File: config.mk
export PLATFORM = sky130hd
export DESIGN_NAME = addsub_arb
export DESIGN_NICKNAME = d
export VERILOG_FILES = /design/src/rtl/addsub_arb.sv
export SDC_FILE = /design/constraint.sdc
export NUM_CORES = 1
export LEC_CHECK = 0
export ABC_AREA = 1
export ABC_CLOCK_PERIOD_IN_PS = 3500
export BUFFER_PORTS_ARGS = -buffer_cell sky130_fd_sc_hd__clkbuf_2
export CAP_MARGIN = 20
export CORE_AREA = 4 4 107 109
export DETAILED_ROUTE_END_ITERATION = 6
export DIE_AREA = 0 0 111 113
export GPL_TIMING_DRIVEN = 0
export PLACE_DENSITY = 0.69
export RECOVER_POWER = 100
export SYNTH_ARGS = -nofsm -noshare
export SYNTH_HDL_FRONTEND = slang
export SYNTH_SLANG_ARGS = --single-unit
export TNS_END_PERCENT = 10
File: constraint.sdc
create_clock -name clk -period 3.5 [get_ports clk]
set_input_delay 0.175 -clock clk [delete_from_list [all_inputs] [get_ports clk]]
set_output_delay 0.175 -clock clk [all_outputs]
set_load 0.005 [all_outputs]
File: src/rtl/addsub_arb.sv
// Two-port arbiter/sequencer in front of a shared external 16-bit add/subtract unit.
// Latency: gnt one cycle after req is sampled, done one cycle after gnt (one op per 2 cycles peak).
// Backpressure: requests are only sampled in IDLE; requests arriving during EXEC are ignored, not queued.
module addsub_arb #(
    parameter bit RR = 1'b1
) (
    input  logic        clk,
    input  logic        rst_n,
    input  logic        r0_req,
    input  logic        r1_req,
    input  logic [15:0] r0_a,
    input  logic [15:0] r0_b,
    input  logic [15:0] r1_a,
    input  logic [15:0] r1_b,
    input  logic        r0_add,
    input  logic        r1_add,
    input  logic        r0_sign,
    input  logic        r1_sign,
    output logic        r0_gnt,
    output logic        r1_gnt,
    output logic        r0_done,
    output logic        r1_done,
    output logic [15:0] r0_y,
    output logic [15:0] r1_y,
    output logic        r0_carry,
    output logic        r1_carry,
    output logic        r0_over,
    output logic        r1_over,
    output logic [15:0] alu_a,
    output logic [15:0] alu_b,
    output logic        alu_as,
    output logic        alu_sign,
    input  logic [15:0] alu_y,
    input  logic        alu_carry,
    input  logic        alu_over,
    output logic        busy,
    output logic [15:0] op_cnt
);

    typedef enum logic {
        IDLE = 1'b0,
        EXEC = 1'b1
    } state_t;

    state_t state;
    logic   owner;   // port whose operands are currently on the adder
    logic   last;    // port that completed most recently (round-robin pointer)
    logic   win;     // port selected if a request is sampled this edge

    // Winner selection: on a tie round-robin favours the port that did not go last
    always_comb begin
        win = 1'b0;
        if (r0_req && r1_req) begin
            win = RR ? ~last : 1'b0;
        end else begin
            win = ~r0_req;
        end
    end

    // Sequencer FSM: grant and latch operands in IDLE, capture adder result in EXEC
    always_ff @(posedge clk or negedge rst_n) begin
        if (!rst_n) begin
            state    <= IDLE;
            owner    <= 1'b0;
            last     <= 1'b1;
            op_cnt   <= 16'h0000;
            r0_gnt   <= 1'b0;
            r1_gnt   <= 1'b0;
            r0_done  <= 1'b0;
            r1_done  <= 1'b0;
            busy     <= 1'b0;
            alu_a    <= 16'h0000;
            alu_b    <= 16'h0000;
            alu_as   <= 1'b0;
            alu_sign <= 1'b0;
            r0_y     <= 16'h0000;
            r1_y     <= 16'h0000;
            r0_carry <= 1'b0;
            r1_carry <= 1'b0;
            r0_over  <= 1'b0;
            r1_over  <= 1'b0;
        end else begin
            // pulses default low; only the branch that fires raises them
            r0_gnt  <= 1'b0;
            r1_gnt  <= 1'b0;
            r0_done <= 1'b0;
            r1_done <= 1'b0;
            case (state)
                IDLE: begin
                    if (r0_req || r1_req) begin
                        alu_a    <= win ? r1_a    : r0_a;
                        alu_b    <= win ? r1_b    : r0_b;
                        alu_as   <= win ? r1_add  : r0_add;
                        alu_sign <= win ? r1_sign : r0_sign;
                        owner    <= win;
                        r0_gnt   <= ~win;
                        r1_gnt   <= win;
                        busy     <= 1'b1;
                        state    <= EXEC;
                    end
                end
                EXEC: begin
                    if (owner) begin
                        r1_y     <= alu_y;
                        r1_carry <= alu_carry;
                        r1_over  <= alu_over;
                        r1_done  <= 1'b1;
                    end else begin
                        r0_y     <= alu_y;
                        r0_carry <= alu_carry;
                        r0_over  <= alu_over;
                        r0_done  <= 1'b1;
                    end
                    op_cnt <= op_cnt + 16'd1;
                    last   <= owner;
                    busy   <= 1'b0;
                    state  <= IDLE;
                end
                default: state <= IDLE;
            endcase
        end
    end

endmodule

==> results.md <==
- Share of the synthesized area in the top cell type: 56.9%
- RSZ-0062 raised after global routing: no
- Port bufs: between 150 and 200
- Startpoint Class: input port
- Synth warn: 0
- Arr. time, crit path: 2.25 ns
- Area contributors post-synth: dfrtp_1 (57%), nand2_1 (10%), o21ai_0 (7.2%)
- Post-synth cell types: 26
- Kind of end point of the critical path: async pin
- Residual DRC: 0
- Post-synth EDFFs: 0
- Worst IR drop on VDD: 0.223 mV
- Outcome: finished clean
- Critical Path Fanout Max: 48
- Setup TNS: 0 ns
- Mapped Area: 0.00409 mm²
- Pre-CTS setup slack: between 1.5 and 2 ns
- Hold EP: r0_y[6]
- Core ar.: 0.0106 mm²
- R2R setup slack: 1.69 ns
- Headroom to the max-slew limit: between 20% and 30%
- Worst-skew pair later-pin latency: 0.34 ns
- Pre-antenna DRT Iters: 5
- Slowest CP cell: clkbuf_2
- Starting Density: between 30 and 40%
- Asr flop ratio synth: 100%
- Post-layout util: 49.4%
- Leak: 2.65 nW
- Initial antenna violation count: 0
- Count leader, synth: nand2_1
- DR WL/cell: 14.0 µm
- Fraction of layout cells with a size suffix above 1: 24.7%
- RR Startpoint: state
- Min-delay src: alu_y[6]
- CTS buffer count: 9
- Clk sinks: 94
- DRT antenna net count: 0
- CP Depth: 3
- Worst slew pin tran: 1.14 ns
- N_diodes: 0
- Post-cts repair resize count: 0
- FP Rows: 38
- CTS root buf: clkbuf_8
- Max_cap viols: 0
- Detailed Place HPWL: 8520 µm
- Final worst-path cycle share: 55.9%
- Vias in the first global route: around 3800
- CTS tree: built
- Worst path cell trace: dlygate4sd3_1 > clkbuf_4 > clkbuf_2
- Max-slew violation count: 0
- Die Ht: about 110 µm
- Total power: 0.00308 W
- CP max stage delay: 0.97 ns
- Family with the most delay on the worst path: buffers and inverters
- Hold WC Path Type: input port to flip-flop
- Ys flop type: dfrtp_1
- Worst setup margin: 1.54 ns
- Via count: 3792
- Crit path required time: about 3.8 ns
- DRT iter0 DRCs: 206
- Vias per inst: around 4.8
- Area grow syn2layout: 27.9%
- Post-Route WL: 11000 µm
- Reg2Reg Depth: 5
- # setup viols final: 0
- Final GP Congestion: approximately 0.85
- Overflow after GRT: 0
- Minimum clock period: 1.96 ns
- Power Dens Cells: 588 mW/mm²
- Final hold violations: 0
- Final #Nets: 737
- Mapped Avg Cell Area: roughly 9.0 µm²
- FF+latch count, synth: 94
- Synth area leader: dfrtp_1
- Hold depth: 3
- Gr usage total: 17.8%
- Crit. Startpoint: rst_n
- Clock Path Buffers: 2
- Post-synth top cells: nand2_1 (113), dfrtp_1 (93), o21ai_0 (59)
- CP Class: input port to async pin
- Total die area: ~0.013 mm²
- Sequential area share after synthesis: 57.5%
- Worst Clk Skew: about 0.0076 ns
- Cells after synthesis: around 450
- H-tree depth: 3
- R2r endpoint: alu_a[12]
- Ports placed on the boundary: 181
- CP Buf/Inv Count: 3
- Pin count of the biggest net entering global routing: between 40 and 50
- Syn nets: 545
- Clock slew at reported path FFs: 0.08 ns
- Die X: 111 µm
- Max Clock Freq: 0.511 GHz
- First-pass GRT wire length: roughly 18000 µm
-- state kept, by name, summed over array words and instances, names as in the netlist --
register	cells
r0_done	1
r1_over	1
owner	1
r0_over	1
busy	1
r1_gnt	1
last	1
op_cnt	16
state	1
r0_y	16
r0_carry	1
alu_as	1
alu_a	16
r0_gnt	1
r1_y	16
alu_sign	1
r1_carry	1
alu_b	16
r1_done	1
-- routing by layer --
layer	GRT usage, %	share of wire, %	up-vias
met5	0	0	-
met4	5.58	1.1	0
met2	29.7	47	161
li1	-	-	1861
met3	4.60	8.4	10
met1	22.9	43	1760
-- tightest hold or removal path: cells and delay by family --
family	cells	cell delay (ns)
AOI/OAI and AO/OA	1	0.06
buffers and inverters	2	0.14
-- kinds of logic after synthesis --
| logic type | after synthesis | synth area share (%) |
|---|---|---|
| flops | 94 | 57.5 |
| xor+xnor | 7 | 1.50 |
| compound gates | 141 | 17.3 |
| simple gates | 149 | 16.4 |
| fa+ha+maj | 1 | 0.306 |
| buf+inv | 62 | 6.94 |
-- stage by stage --
step,area (µm²),hold WS [ns],std cells
detailed placement,5190,0.280,774
floorplan,4090,-0.121,454
finish,5230,0.0605,788
global route,5230,0.0488,788
global placement,5160,0.421,773
CTS,5380,0.0329,788
-- how the worst max path moves through the flow --
stage                      to  slack [ns]
floorplan           alu_a[10]        2.18
global placement     alu_b[6]        1.11
detailed placement   alu_b[6]        1.77
CTS                  alu_b[6]        1.76
global route        alu_a[10]        1.15
finish              op_cnt[0]        1.54
-- repair_timing --
action | CTS | global route
setup buffers | 0 | 0
hold buffers | 1 | 0
endpoints found under the hold margin | 47 | 0
-- power breakdown --
group          leakage [nW]  internal (W)  switching (W)
Clock                0.0911      0.000338       0.000344
Combinational          1.40      0.000353       0.000461
Sequential             1.16       0.00138       0.000207
-- cell type report --
cell class	count	area (µm²)
buffer	24	109
clock buffer	11	141
clock inverter	2	35.0
fill	1042	5370
inverter	38	143
multi-input combinational	298	1420
sequential	94	2350
tap	140	175
timing repair buffer	181	853
-- layout by cell type, fill, tap and decap left out, drive strengths merged --
cell,n
nand4,8
inv,37
o21bai,1
dfrtp,93
bufinv,1
nor2,19
o21ai,106
nand2,114
dfstp,1
xor2,4
buf,8
nand3,5
dlygate4sd3,1
xnor2,3
clkinv,2
clkbuf,207
a21oi,34
ha,1
nand3b,2
nor3,1
Note: power is estimated with default switching activity, not from simulation.
